$ cat config.mk
export PLATFORM = sky130hd
export DESIGN_NAME = mem_ctrl_flat
export DESIGN_NICKNAME = d
export VERILOG_FILES = /design/src/rtl/mem_ctrl_pkg.sv /design/src/rtl/mem_ctrl_if.sv /design/src/rtl/mem_ctrl.sv /design/src/flat_wrapper.sv
export SDC_FILE = /design/constraint.sdc
export NUM_CORES = 1
export LEC_CHECK = 0
export ABC_AREA = 0
export ABC_CLOCK_PERIOD_IN_PS = 10250
export BUFFER_PORTS_ARGS = -buffer_cell sky130_fd_sc_hd__buf_2
export CORE_MARGIN = 1.5
export CORE_UTILIZATION = 56
export CTS_CLUSTER_DIAMETER = 80
export DETAILED_ROUTE_END_ITERATION = 10
export PLACE_DENSITY = 0.95
export SYNTH_ARGS = -nofsm -noshare
export SYNTH_HDL_FRONTEND = slang
export SYNTH_SLANG_ARGS = --single-unit
$ cat constraint.sdc
create_clock -name clk_in -period 10.25 [get_ports clk_in]
set_input_delay 0.5125 -clock clk_in [delete_from_list [all_inputs] [get_ports clk_in]]
set_output_delay 0.5125 -clock clk_in [all_outputs]
set_load 0.005 [all_outputs]
$ cat src/rtl/mem_ctrl_pkg.sv
// rtl/mem_ctrl_pkg.sv - shared FSM states, access-size codes and IO window constants
package mem_ctrl_pkg;

  typedef enum logic [1:0] {
    IDLE   = 2'd0,
    IF_RD  = 2'd1,
    LSB_RD = 2'd2,
    LSB_WR = 2'd3
  } state_t;

  localparam logic [1:0] SIZE_BYTE = 2'b00;
  localparam logic [1:0] SIZE_HALF = 2'b01;
  localparam logic [1:0] SIZE_WORD = 2'b10;

  localparam logic [1:0] IO_SEL    = 2'b11;
  localparam int         IO_BIT_HI = 17;

  // Index of the final byte of a transfer; the reserved size 11 behaves as word.
  function automatic logic [1:0] last_idx(input logic [1:0] size);
    case (size)
      SIZE_BYTE: return 2'd0;
      SIZE_HALF: return 2'd1;
      default:   return 2'd3;
    endcase
  endfunction

  function automatic logic [7:0] byte_of(input logic [31:0] word, input logic [1:0] idx);
    return word[{idx, 3'b000} +: 8];
  endfunction

endpackage

$ cat src/rtl/mem_ctrl_if.sv
// rtl/mem_ctrl_if.sv - fetch, load/store and byte-wide memory bus bundle
interface mem_ctrl_if #(
  parameter int ADDR_WIDTH = 32
);
  logic                  if_req;
  logic [ADDR_WIDTH-1:0] if_addr;
  logic                  if_done;
  logic [31:0]           if_data;

  logic                  lsb_req;
  logic                  lsb_wr;
  logic [1:0]            lsb_size;
  logic [ADDR_WIDTH-1:0] lsb_addr;
  logic [31:0]           lsb_wdata;
  logic                  lsb_done;
  logic [31:0]           lsb_rdata;

  logic [7:0]            mem_din;
  logic [7:0]            mem_dout;
  logic [ADDR_WIDTH-1:0] mem_a;
  logic                  mem_wr;

  modport slave (
    input  if_req, if_addr, lsb_req, lsb_wr, lsb_size, lsb_addr, lsb_wdata, mem_din,
    output if_done, if_data, lsb_done, lsb_rdata, mem_dout, mem_a, mem_wr
  );

  modport master (
    output if_req, if_addr, lsb_req, lsb_wr, lsb_size, lsb_addr, lsb_wdata, mem_din,
    input  if_done, if_data, lsb_done, lsb_rdata, mem_dout, mem_a, mem_wr
  );
endinterface

$ cat src/rtl/mem_ctrl.sv
// rtl/mem_ctrl.sv - arbitrates fetch and load/store requests onto a byte-wide memory bus
// Reads capture one byte per cycle from a combinational memory; stores drive one byte per cycle.
module mem_ctrl
  import mem_ctrl_pkg::*;
#(
  parameter int ADDR_WIDTH = 32
) (
  input  logic        clk_in,
  input  logic        rst_in,
  input  logic        rdy_in,
  input  logic        clear,
  input  logic        io_buffer_full,
  mem_ctrl_if.slave   bus
);

  state_t                state_q, state_d;
  logic [1:0]            idx_q, idx_d;
  logic [1:0]            last_q, last_d;
  logic [31:0]           buf_q, buf_d;
  logic [ADDR_WIDTH-1:0] a_q, a_d;
  logic [7:0]            dout_q, dout_d;
  logic                  wr_q, wr_d;
  logic                  if_done_q, if_done_d;
  logic                  lsb_done_q, lsb_done_d;
  logic [31:0]           if_data_q, if_data_d;
  logic [31:0]           lsb_rdata_q, lsb_rdata_d;

  logic io_block;
  logic lsb_go;
  logic can_accept;

  // A store into the UART window waits while its transmit buffer is full.
  assign io_block   = bus.lsb_wr && (bus.lsb_addr[IO_BIT_HI -: 2] == IO_SEL) && io_buffer_full;
  assign lsb_go     = bus.lsb_req && !io_block;
  assign can_accept = !if_done_q && !lsb_done_q && !clear;

  always_comb begin
    state_d     = state_q;
    idx_d       = idx_q;
    last_d      = last_q;
    buf_d       = buf_q;
    a_d         = a_q;
    dout_d      = dout_q;
    wr_d        = 1'b0;
    if_done_d   = 1'b0;
    lsb_done_d  = 1'b0;
    if_data_d   = if_data_q;
    lsb_rdata_d = lsb_rdata_q;

    case (state_q)
      IDLE: begin
        if (can_accept) begin
          if (lsb_go) begin
            idx_d  = 2'd0;
            buf_d  = 32'd0;
            last_d = last_idx(bus.lsb_size);
            a_d    = bus.lsb_addr;
            if (bus.lsb_wr) begin
              state_d = LSB_WR;
              wr_d    = 1'b1;
              dout_d  = byte_of(bus.lsb_wdata, 2'd0);
            end else begin
              state_d = LSB_RD;
            end
          end else if (bus.if_req) begin
            state_d = IF_RD;
            idx_d   = 2'd0;
            buf_d   = 32'd0;
            last_d  = 2'd3;
            a_d     = bus.if_addr;
          end
        end
      end

      IF_RD, LSB_RD: begin
        if (clear) begin
          state_d = IDLE;
        end else begin
          buf_d[{idx_q, 3'b000} +: 8] = bus.mem_din;
          if (idx_q == last_q) begin
            state_d = IDLE;
            if (state_q == IF_RD) begin
              if_done_d = 1'b1;
              if_data_d = buf_d;
            end else begin
              lsb_done_d  = 1'b1;
              lsb_rdata_d = buf_d;
            end
          end else begin
            idx_d = idx_q + 2'd1;
            a_d   = a_q + ADDR_WIDTH'(1);
          end
        end
      end

      // Stores are already committed to the bus, so clear does not cut them short.
      LSB_WR: begin
        if (idx_q == last_q) begin
          state_d    = IDLE;
          lsb_done_d = 1'b1;
        end else begin
          idx_d  = idx_q + 2'd1;
          a_d    = a_q + ADDR_WIDTH'(1);
          wr_d   = 1'b1;
          dout_d = byte_of(bus.lsb_wdata, idx_q + 2'd1);
        end
      end

      default: state_d = IDLE;
    endcase
  end

  always_ff @(posedge clk_in or posedge rst_in) begin
    if (rst_in) begin
      state_q     <= IDLE;
      idx_q       <= 2'd0;
      last_q      <= 2'd0;
      buf_q       <= 32'd0;
      a_q         <= '0;
      dout_q      <= 8'd0;
      wr_q        <= 1'b0;
      if_done_q   <= 1'b0;
      lsb_done_q  <= 1'b0;
      if_data_q   <= 32'd0;
      lsb_rdata_q <= 32'd0;
    end else if (rdy_in) begin
      state_q     <= state_d;
      idx_q       <= idx_d;
      last_q      <= last_d;
      buf_q       <= buf_d;
      a_q         <= a_d;
      dout_q      <= dout_d;
      wr_q        <= wr_d;
      if_done_q   <= if_done_d;
      lsb_done_q  <= lsb_done_d;
      if_data_q   <= if_data_d;
      lsb_rdata_q <= lsb_rdata_d;
    end
  end

  assign bus.if_done   = if_done_q;
  assign bus.if_data   = if_data_q;
  assign bus.lsb_done  = lsb_done_q;
  assign bus.lsb_rdata = lsb_rdata_q;
  assign bus.mem_a     = a_q;
  assign bus.mem_dout  = dout_q;
  assign bus.mem_wr    = wr_q & rdy_in;

endmodule

$ cat src/flat_wrapper.sv
// flat-port wrapper written by rule: the top's interface ports become plain ports
module mem_ctrl_flat import mem_ctrl_pkg::*;
#(
  parameter int ADDR_WIDTH = 32
)
  (clk_in, rst_in, rdy_in, clear, io_buffer_full, bus_if_req, bus_if_addr, bus_lsb_req, bus_lsb_wr, bus_lsb_size, bus_lsb_addr, bus_lsb_wdata, bus_mem_din, bus_if_done, bus_if_data, bus_lsb_done, bus_lsb_rdata, bus_mem_dout, bus_mem_a, bus_mem_wr);
  mem_ctrl_if #(.ADDR_WIDTH(ADDR_WIDTH)) bus_i ();
  input  logic clk_in;
  input  logic rst_in;
  input  logic rdy_in;
  input  logic clear;
  input  logic io_buffer_full;
  input wire logic [$bits(bus_i.if_req)-1:0] bus_if_req;
  input wire logic [$bits(bus_i.if_addr)-1:0] bus_if_addr;
  input wire logic [$bits(bus_i.lsb_req)-1:0] bus_lsb_req;
  input wire logic [$bits(bus_i.lsb_wr)-1:0] bus_lsb_wr;
  input wire logic [$bits(bus_i.lsb_size)-1:0] bus_lsb_size;
  input wire logic [$bits(bus_i.lsb_addr)-1:0] bus_lsb_addr;
  input wire logic [$bits(bus_i.lsb_wdata)-1:0] bus_lsb_wdata;
  input wire logic [$bits(bus_i.mem_din)-1:0] bus_mem_din;
  output wire logic [$bits(bus_i.if_done)-1:0] bus_if_done;
  output wire logic [$bits(bus_i.if_data)-1:0] bus_if_data;
  output wire logic [$bits(bus_i.lsb_done)-1:0] bus_lsb_done;
  output wire logic [$bits(bus_i.lsb_rdata)-1:0] bus_lsb_rdata;
  output wire logic [$bits(bus_i.mem_dout)-1:0] bus_mem_dout;
  output wire logic [$bits(bus_i.mem_a)-1:0] bus_mem_a;
  output wire logic [$bits(bus_i.mem_wr)-1:0] bus_mem_wr;
  assign bus_i.if_req = bus_if_req;
  assign bus_i.if_addr = bus_if_addr;
  assign bus_i.lsb_req = bus_lsb_req;
  assign bus_i.lsb_wr = bus_lsb_wr;
  assign bus_i.lsb_size = bus_lsb_size;
  assign bus_i.lsb_addr = bus_lsb_addr;
  assign bus_i.lsb_wdata = bus_lsb_wdata;
  assign bus_i.mem_din = bus_mem_din;
  assign bus_if_done = bus_i.if_done;
  assign bus_if_data = bus_i.if_data;
  assign bus_lsb_done = bus_i.lsb_done;
  assign bus_lsb_rdata = bus_i.lsb_rdata;
  assign bus_mem_dout = bus_i.mem_dout;
  assign bus_mem_a = bus_i.mem_a;
  assign bus_mem_wr = bus_i.mem_wr;
  mem_ctrl #(.ADDR_WIDTH(ADDR_WIDTH)) u_core (.clk_in(clk_in), .rst_in(rst_in), .rdy_in(rdy_in), .clear(clear), .io_buffer_full(io_buffer_full), .bus(bus_i));
endmodule
# Yosys cells after proc, flatten, opt, wreduce, memory -nomap -nowiden
# Index checks and enable logic that the tools add are counted.
# word_totals
mem_bits_rw	0
register_bits	145
memories	0
rom_bits	0
latchBits	0
output_inout_bits	107
# op_classes
bitwise	3
n_addsub	3
n_lt_le_gt_ge	0
muxes	47
shifts	3
div	0
n_mul	0
n_reduce_logical	22
eq_ne	12
# ops
op	count
$mux W32	9
$pmux W32 S3	1
$pmux W32 S2	1
$add A32 B1 Y32 const B	1
$bwmux W32	1
$mux W8	4
$shift A8 B7 Y32 const A	1
$shiftx A32 B6 Y8	1
$shiftx A8 B7 Y32	1
$mux W2	12
$pmux W8 S2	1
$reduce_and A5 Y1	3
$mux W1	13
$pmux W2 S3	2
$reduce_and A4 Y1	2
$neg A5 Y7	1
$eq A2 B2 Y1 const B	3
$ne A2 B2 Y1 const B	3
$reduce_and A6 Y1	1
$reduce_bool A2 Y1	3
$logic_and A1 B1 Y1	5
$eq A2 B1 Y1 const B	2
$logic_not A1 Y1	4
$logic_not A2 Y1	2
other kinds (10)	13

# Depth between registers and ports, before layout
# Gate-level depths: netlist (run 1).
# logic_depth
word_depth	8
depth_mapped	9
depth_no_buf	7

# Least setup slack after synthesis (run 1)
# Ideal clock, no wire load.
# synth_path
path_kind	flip-flop to flip-flop
from	reg u_core.idx_q[0]
to	reg u_core.buf_q[16]
stages_incl_launch_ff	9
path_slack_ps	8106
path_buffers	2
t_arrival_ps	2078
required_ps	10184
period_less_slack_ps	2144
path_cell_list	dfrtp_1 -> buf_4 -> inv_1 -> ha_1 -> nand2_1 -> nor3_1 -> and3_1 -> buf_2 -> a22o_1
# synth_via
elab_chain_len	5
# synth_rtl
element	line	source
from (decl)	mem_ctrl.sv:17	logic [1:0] idx_q, idx_d;
from (signal assigned)	mem_ctrl.sv:128	idx_q <= idx_d;
$neg A5 Y7 *	mem_ctrl.sv:79	buf_d[{idx_q, 3'b000} +: 8] = bus.mem_din;
$shiftx A8 B7 Y32 / $shift A8 B7 Y32 (equally long branches)	mem_ctrl.sv:79	
$bwmux W32 *	mem_ctrl.sv:79	
$mux W32 *	mem_ctrl.sv:76	if (clear) begin
$pmux W32 S2 *	mem_ctrl.sv:50	case (state_q)
to (signal assigned)	mem_ctrl.sv:130	buf_q <= buf_d;
to (decl)	mem_ctrl.sv:19	logic [31:0] buf_q, buf_d;
# Mark *: on every way between the ends. The rest lies on a longest branch, timed or not. The select of a mux whose other input is x is not followed.
# A chain may end at the register's enable or synchronous reset.

# Worst setup path in the final report (run 1)
# layout_path
from	reg u_core.idx_q[0]
to	reg u_core.buf_q[19]
# The elaborated chain is that of the path after synthesis.

==> results of run 1 <==
## worst max-delay path, stage by stage (launching register included)
cell     delay (ns)
dfrtp_1        0.76
inv_1          0.28
ha_1           0.71
nand2_1        0.09
nor3_1         0.84
and3_1         0.43
a22o_1         0.20
## sequential cells by signal (all words and copies together), names as in the netlist
name	cells
u_core.buf_q	32
u_core.bus.if_data	32
u_core.bus.lsb_rdata	32
u_core.bus.mem_a	32
u_core.bus.mem_dout	8
u_core.idx_q	2
u_core.last_q	2
u_core.state_q	2
u_core.bus.if_done	1
u_core.bus.lsb_done	1
u_core.wr_q	1
## logic make-up after synthesis
kind of cell / share of synthesized area (%)
AOI/OAI and AO/OA: 23.8
xor gates and xnor gates: 0.232
adders and majority gates: 1.82
buffers and inverters: 4.10
DFF: 48.1
muxes: 4.79
and+or+nand+nor: 17.2
## stage by stage
step / instances / power [mW]
final: 1165 / 2.52
after global routing: 1165 / 2.67
after CTS: 1165 / 2.51
after detailed placement: 1135 / 1.89
after global placement: 1135 / 1.85
after floorplan: 790 / 1.55
## cells in the final DEF, fill, tap and decap left out, drive strengths merged, types with 8 or more instances in the layout
cell      n
a211oi    8
a21oi    94
a22o     32
a22oi     9
a31oi     9
and3     22
buf     226
clkbuf   18
dfrtp   145
ha       11
inv      18
mux2     25
mux2i     8
nand2    66
nand3    17
nand4    15
nor2     69
nor2b    34
nor3     11
o21ai    50
o22a     16
o22ai    11
## final timing paths
kind	startpoint	to	slack, ns	cells past startpoint
max reg2reg	u_core.idx_q[0]	u_core.buf_q[19]	6.87	6
min	rst_in	u_core.bus.mem_a[3]	0.24	2
min in group clk_in	bus_lsb_size[0]	u_core.last_q[0]	0.35	2
max in group asynchronous	rst_in	u_core.bus.if_data[14]	8.81	3
min reg2reg	u_core.bus.lsb_rdata[28]	u_core.bus.lsb_rdata[28]	0.48	2
max	u_core.idx_q[0]	u_core.buf_q[19]	6.87	6
## layer usage
metal / wire, um / GRT usage, % / up-vias
met5: 0 / 0 / -
met1: 8320 / 39.2 / 3409
met4: 561 / 13.3 / 0
li1: - / - / 3257
met3: 1810 / 6.61 / 46
met2: 10400 / 49.9 / 389
## power breakdown
part / total (mW) / leakage, nW / internal, mW / switching, mW
logic: 0.982 / 2.31 / 0.423 / 0.560
clock network: 0.606 / 0.274 / 0.363 / 0.244
registers: 0.928 / 1.87 / 0.755 / 0.173
total: 2.52 / 4.46 / 1.54 / 0.977
## cell type report
cell class | count | area, um^2 | area share, %
clock buffers | 18 | 439 | 4.75
well taps | 176 | 220 | 2.38
clock inverters | 12 | 136 | 1.47
inverters | 17 | 68.8 | 0.744
flip-flops and latches | 145 | 3630 | 39.2
repair buffers | 226 | 1150 | 12.4
multi-input cells | 571 | 3620 | 39.1
==> results.md, run 1 <==
- Pre-antenna DRT Iters: 6
- Most common cell in the netlist: dfrtp_1
- Core Util, Final: 70.2%
- ANT nets after route: 0
- Vias: 7,101
- Lkg Pwr: 4.46 nW
- Synth top area share: 48.1%
- DRC: 0
- Critical path required time: 10.61 ns
- N_diodes: 0
- Root Buffer: clkbuf_16
- I/O pin total: 221
- Core area: 0.0132 mm^2
- Crit start category: flop
- Pwr per Cell Area: 272 mW/mm^2
- Area Overhead vs Synth: 22.6%
- Hold_ws: 0.243 ns
- CTS max path bufs: 2
- Max FO, Critical Path: 17
- Sequential fraction of the synthesis area: 48.1%
- Die width: 119 um
- Placed inst area: 0.00868 mm^2
- Setup bufs post-CTS: 0
- Starting Density: 57.2%
- Min Tclk post-route: 3.38 ns
- DIE HEIGHT: 119 um
- Synth Register Bits: 145
- Mapped Cells: 790
- # rows: 42
- Final GP Congestion: 0.863
- Worst min-delay path class: primary input to async pin
- Final setup violation count: 0
- Design area: 0.00926 mm^2
- DRT iter0 DRCs: 645
- Total wire length: 21,100 um
- Mean post-synth cell area: 9.55 um^2
- Maximum vdd drop: 0.161 mV
- CTS clk-pin slew, worst paths: 0.06 ns
- Synth area leader: dfrtp_1
- Clk_skew: 0.0114 ns
- Max Fclk: 296 MHz
- Layout cells sized above 1: 30.4%
- Hold Buf Count CTS: 0
- Remaining Overflow, GRT: 0
- FILL cells: 954
- CP Data Arrival Time: 3.74 ns
- Unique cell type count in the Yosys netlist: 60
- Drt wl/cell: 18.1 um
- Largest cells by area after synthesis: dfrtp_1 (48%), a21oi_1 (6.2%), mux2_2 (3.7%), a22o_1 (3.7%), nor2_1 (3.4%)
- Post-CTS Resized: 0
- Crit. End Element: flop
- Initial antenna violation count: 0
- Total track usage: 30.5%
- Slew Limit Headroom: 27.7%
- Largest net degree at the start of global routing: 89
- Most common flop cell mapped by yosys: dfrtp_1
- Status: finished, final reports clean
- Setup tns final: 0 ns
- First-pass GRT wire length: 34,300 um
- IO buf count: 220
- Top cells by count, synth: dfrtp_1 (145), a21oi_1 (93), nor2_1 (69)
- DP Worst Slack: 7.03 ns
- CTS H-tree depth: 4
- Pins Over Slew Limit: 0
- CTS tree: done
- MaxCap Viol Count: 0
- Crit share post-route: 33.0%
- Vias in the first global route: 6,783
- RSZ-0062 raised after global routing: no
- Worst Max-Slew Pin Slew: 1.08 ns
- Clk_lat worst skew: 0.42 ns
- Final Worst Setup Slack: 6.87 ns
- Critical path class: flop to flop
- Post-synth EDFFs: 0
- Synthesis Warnings: 0
- Post-Syn Area: 0.00755 mm^2
- Vias per cell: 6.10
- Post-DP HPWL: 14,400 um
- Die area: 0.0142 mm^2
- Post-Syn Nets: 915
- TritonCTS Sinks: 145
- Cts bufs inserted: 17
- Async set-reset flop share out of synthesis: 100%
- Fin nets: 1,103
- Final hold vios: 0
No activity file was read; power rests on OpenSTA's default activity.
==> run 2: changes to the inputs <==
- ABC_CLOCK_PERIOD_IN_PS: 10250 -> 3200
- CORE_UTILIZATION: 56 -> 52
- PLACE_DENSITY: 0.95 -> 0.91
- clock period: 10.25 -> 3.2 ns (I/O delays scaled with it)
==> run 2 against run 1 <==
Effect of this change: global-route usage decreased by 2.2 points; fmax grew 37%; via count up 0.99%; non-clock buffer count is 9 higher; clock power rose to 3.1 times the previous value; sequential share of layout area shrank 0.32 points; critical path type unchanged; routed wire length fell by 1.0%; cell count up 1.3%; cell area increased by 0.82%; clock-buffer cell count fell by 1.
==> results.md, run 2 (same netlist as run 1, synthesis figures left out) <==
- I/O pin total: 221
- Worst min-delay path class: primary input to flop
- Met2 Usage GRT: 46.7%
- TritonCTS Sinks: 145
- Crit start category: flop
- Remaining Overflow, GRT: 0
- Max FO, Critical Path: 13
- Min Tclk post-route: 2.47 ns
- Worst Max-Slew Pin Slew: 1.04 ns
- Post-CTS Resized: 0
- CTS max path bufs: 2
- Critical path required time: 3.56 ns
- Vias per cell: 6.08
- DIE HEIGHT: 123 um
- Root Buffer: clkbuf_16
- Drt wl/cell: 17.7 um
- CTS clk-pin slew, worst paths: 0.06 ns
- Final setup violation count: 0
- First-pass GRT wire length: 33,300 um
- Pins Over Slew Limit: 0
- Initial antenna violation count: 0
- Setup bufs post-CTS: 0
- GR Util met1: 37.3%
- Total track usage: 28.3%
- Setup tns final: 0 ns
- Final GP Congestion: 0.866
- Core area: 0.0140 mm^2
- Layout cells sized above 1: 31.0%
- CTS H-tree depth: 4
- CP Data Arrival Time: 2.83 ns
- Area Overhead vs Synth: 23.7%
- Crit share post-route: 77.2%
- DP Worst Slack: 0.763 ns
- Final hold vios: 0
- Status: finished, final reports clean
- Clk_lat worst skew: 0.43 ns
- Die width: 123 um
- DRT iter0 DRCs: 566
- Clk_skew: 0.00907 ns
- Crit. End Element: flop
- # rows: 43
- Maximum vdd drop: 0.594 mV
- Largest net degree at the start of global routing: 130
- Total wire length: 20,900 um
- Area of the multi-input gates: 0.00362 mm^2
- N_diodes: 0
- FF+latch area: 0.00363 mm^2
- Slew Limit Headroom: 30.3%
- Vias in the first global route: 6,715
- CTS tree: done
- ANT nets after route: 0
- Critical path class: flop to flop
- Commonest non-fill, non-tap cell in the layout: buf_2
- Most frequent cells in the layout: buf_2 (220), dfrtp_1 (145), a21oi_1 (93)
- Final Worst Setup Slack: 0.729 ns
- RSZ-0062 raised after global routing: no
- Pwr per Cell Area: 862 mW/mm^2
- Post-DP HPWL: 14,500 um
- Starting Density: 53.7%
- Die area: 0.0152 mm^2
- IO buf count: 220
- GRT busiest layer: met2
- MaxCap Viol Count: 0
- M3 GR Usage: 6.41%
- DRC: 0
- Lkg Pwr: 4.49 nW
- Cts bufs inserted: 17
- Pre-antenna DRT Iters: 6
- Max Fclk: 405 MHz
- Vias: 7,171
- Fin nets: 1,112
- FILL cells: 1,087
-- run 2: changes by cell type in the layout (fill, tap and decap cells not counted), sizes merged --
cell         previous run  this run
clkinvlp                3         6
clkbuf                 18        17
clkinv                  6         0
bufinv                  2         0
buf                   226       233
inv                    18        26
dlygate4sd3             0         2
-- run 2: path summary, 6_finish.rpt --
| kind | from | end | slack, ns | cells past startpoint |
|---|---|---|---|---|
| max | u_core.idx_q[1] | u_core.bus.mem_dout[5] | 0.73 | 7 |
| min | bus_lsb_size[1] | u_core.last_q[1] | 0.08 | 3 |
| max reg2reg | u_core.idx_q[1] | u_core.bus.mem_dout[5] | 0.73 | 7 |
| min reg2reg | u_core.bus.lsb_rdata[27] | u_core.bus.lsb_rdata[27] | 0.47 | 2 |
| max in group asynchronous | rst_in | u_core.bus.if_data[4] | 1.90 | 4 |
| min in group asynchronous | rst_in | u_core.bus.mem_a[1] | 0.28 | 3 |
-- run 2: stage by stage --
step	cells	power (mW)	utilization, %	cell area [um^2]	hold slack (ns)
6_report	1180	8.04	66.5	9330	0.0769
5_1_grt	1180	8.57	66.5	9330	0.0866
4_1_cts	1180	8.03	66.5	9330	0.0747
3_5_place_dp	1146	6.11	62.3	8750	0.176
3_3_place_gp	1146	5.97	62.3	8750	0.175
2_1_floorplan	790	4.96	-	7550	0.308
-- run 2: timing repair --
item	4_1_cts	5_1_grt
hold endpoints to repair	17	0
setup endpoints to repair	0	0
hold buffers	2	0
-- run 2: cell type report --
class	instances	share of cell area (%)
multi-input combinational	571	38.8
clock inverter	15	1.47
sequential	145	38.9
inverter	17	0.724
tap	180	2.41
clock buffer	17	4.56
timing repair buffer	235	13.2
-- run 2: layer usage --
layer  vias to the layer above  wire length, um
li1                       3281                -
met1                      3423             8520
met2                       416            10200
met3                        51             1730
met4                         0              490
met5                         -                0
-- run 2: critical path: stages, from the launching register on --
cell	delay, ns
dfrtp_1	0.44
inv_1	0.11
ha_1	0.62
inv_1	0.15
a21boi_1	0.67
nor2_1	0.13
a21oi_1	0.14
mux2_2	0.15
-- run 2: power by group --
group          switching (mW)  leakage, nW  internal (mW)  total [mW]
combinational            1.82         2.36           1.38        3.20
clock                   0.875        0.263           1.03        1.90
sequential              0.518         1.87           2.42        2.94
==> run 3: changes to the inputs <==
- ABC_AREA: 0 -> 1
- ABC_CLOCK_PERIOD_IN_PS: 3200 -> 2500
- CORE_UTILIZATION: 52 -> 53
- PLACE_DENSITY: 0.91 -> 0.92
- clock period: 3.2 -> 2.5 ns (I/O delays scaled with it)
==> run 3 against run 2 <==
Effect of this change: register-to-register slack worse by 0.44 ns; non-clock buffer count is 4 higher; fmax is 12% higher; clock-buffer cell count stayed put; cell count is 27% higher; critical path type unchanged; critical path depth is 3 higher; cell area is 6.7% higher; hold slack worse by 0.044 ns; total power is 37% higher; worst setup slack worse by 0.44 ns; global-route usage is 0.77 points higher.
==> results.md, run 3 <==
- Layout cells sized above 1: 23.6%
- Clock group share of total power: 23.5%
- Worst reg2reg path depth: 10
- CP delay by family, top: buffers and inverters
- DRC: 0
- Hold Path Sink: u_core.bus.lsb_done
- Top cells by count, synth: nand2_1 (294), dfrtp_1 (145), inv_1 (140)
- Vias in the first global route: 7,864
- Largest net degree at the start of global routing: 65
- Worst Max-Slew Pin Slew: 0.543 ns
- WL met2: 11,300 um
- Die width: 126 um
- Total track usage: 29.1%
- Pwr per Cell Area: 1110 mW/mm^2
- Non-Filler Instances: 1,495
- Cell Chain, Critical Path: inv_1 -> ha_1 -> inv_1 -> nor2_1 -> nand2_2 -> nand2_2 -> inv_2 -> nand3_2 -> inv_2 -> o21ai_0
- N_diodes: 0
- R2r setup slk: 0.29 ns
- Core area: 0.0147 mm^2
- Vias per cell: 5.48
- Pins Over Slew Limit: 0
- Pre-antenna DRT Iters: 6
- FILL cells: 1,167
- RSZ-0062 raised after global routing: no
- Post-DP HPWL: 16,400 um
- CTS clk-pin slew, worst paths: 0.06 ns
- Status: finished, final reports clean
- WP buf/inv: 4
- Critical path required time: 2.79 ns
- Post-Place Cells: 1,462
- Post-Route M1 WL: 9020 um
- TritonCTS Sinks: 145
- Sequential fraction of the synthesis area: 44.9%
- Synth top area share: 44.9%
- # rows: 44
- Drt wl/cell: 15.0 um
- P_int: 6.54 mW
- Hold path start: rdy_in
- Crit start category: flop
- Design area: 0.00996 mm^2
- Critical path class: flop to flop
- Die area: 0.0160 mm^2
- Fin nets: 1,424
- Initial antenna violation count: 0
- Clk_lat worst skew: 0.43 ns
- Commonest non-fill, non-tap cell in the layout: nand2_1
- Crit Reg-Reg Startpoint: u_core.state_q[0]
- Vias: 8,192
- Synth area leader: dfrtp_1
- Most common cell in the netlist: nand2_1
- Synth Register Bits: 145
- First-pass GRT wire length: 37,500 um
- Hold Buf Count CTS: 2
- Total wire length: 22,500 um
- MaxCap Viol Count: 0
- Largest cells by area after synthesis: dfrtp_1 (45%), nand2_1 (14%), inv_1 (6.5%), o21ai_0 (6.3%), nor2_1 (5.5%)
- Max Fclk: 452 MHz
- Comb pwr share: 40.6%
- CTS max path bufs: 2
- Setup tns final: 0 ns
- Hold_ws: 0.0327 ns
- Root Buffer: clkbuf_16
- WHS Path Cells: 2
- Crit. End Element: flop
- Core Util, Final: 67.8%
- Unique cell type count in the Yosys netlist: 38
- Post-Syn Area: 0.00808 mm^2
- DRT iter0 DRCs: 664
- Post-CTS Resized: 0
- Top Layer Used: met4
- ANT nets after route: 0
- Placed inst area: 0.00935 mm^2
- DIE HEIGHT: 126 um
- R2R Path End: u_core.buf_q[30]
- Remaining Overflow, GRT: 0
- Setup bufs post-CTS: 0
- CP Data Arrival Time: 2.50 ns
- CTS tree: done
- Min Tclk post-route: 2.21 ns
- Final hold vios: 0
- Crit share post-route: 88.6%
- CTS H-tree depth: 4
- CP max stage delay: 0.40 ns
- Sw frac: 40.8%
- IO buf count: 220
- Max FO, Critical Path: 18
- Mean post-synth cell area: 7.45 um^2
- Maximum vdd drop: 0.558 mV
- Async set-reset flop share out of synthesis: 100%
- Clk_skew: 0.0120 ns
- Flop pwr share: 36.0%
- Post-Syn Nets: 1,210
- Cts bufs inserted: 17
- Starting Density: 55.0%
- P_sw: 4.50 mW
- Mapped Cells: 1,085
- Final GP Congestion: 0.927
- Most common flop cell mapped by yosys: dfrtp_1
- CP max stage cell: dfrtp_1
- Lkg Pwr: 5.03 nW
- I/O pin total: 221
- Synthesis Warnings: 0
- Slew Limit Headroom: 63.5%
- Worst min-delay path class: primary input to flop
- Most frequent cells in the layout: nand2_1 (294), buf_2 (220), dfrtp_1 (145)
- Final setup violation count: 0
- Post-synth EDFFs: 0
- Area Overhead vs Synth: 23.3%
- Met3 Routed Length: 1630 um
==> run 3: logic make-up after synthesis <==
family,Yosys count,share of synthesized area (%)
DFF,145,44.9
xor gates and xnor gates,3,0.325
adders and majority gates,11,1.70
and+or+nand+nor,486,24.4
buffers and inverters,190,9.76
muxes,15,2.09
AOI/OAI and AO/OA,235,16.8
==> run 3: area by class of cell <==
type	instances	area, um^2	share of cell area (%)
Clock buffer	17	425	4.27
Clock inverter	14	169	1.70
Inverter	146	552	5.54
Multi-Input combinational cell	750	3670	36.8
Sequential cell	145	3630	36.4
Tap cell	184	230	2.31
Timing Repair Buffer	239	1290	12.9
==> run 3: layer usage <==
metal	GRT usage (%)	up-vias
li1	-	3897
met1	36.1	3843
met2	50.3	402
met3	5.36	50
met4	11.6	0
met5	0	-
==> run 3: how the worst max path moves through the flow <==
stage                      startpoint                    end  slack [ns]  cells past startpoint
finish              u_core.state_q[0]       u_core.buf_q[30]        0.29                     10
detailed placement  u_core.state_q[0]       u_core.buf_q[30]        0.33                     10
global route        u_core.state_q[0]       u_core.buf_q[30]        0.12                     10
floorplan             u_core.idx_q[0]  u_core.bus.if_data[0]        0.36                      7
global placement    u_core.state_q[0]       u_core.buf_q[26]        0.46                     10
CTS                 u_core.state_q[0]       u_core.buf_q[30]        0.30                     10
==> run 3: power by group through the flow <==
stage / clock network (mW) / registers [mW] / logic (mW)
global route: 2.71 / 4.08 / 5.03
finish: 2.59 / 3.97 / 4.48
CTS: 2.61 / 3.96 / 4.47
global placement: 0 / 3.94 / 4.28
floorplan: 0 / 3.91 / 2.75
detailed placement: 0 / 3.97 / 4.45
==> run 3: through the flow <==
stage	setup WS (ns)	power, mW
after floorplan	0.358	6.66
after global placement	0.462	8.22
after detailed placement	0.334	8.42
after CTS	0.302	11.0
after global routing	0.118	11.8
final	0.286	11.0
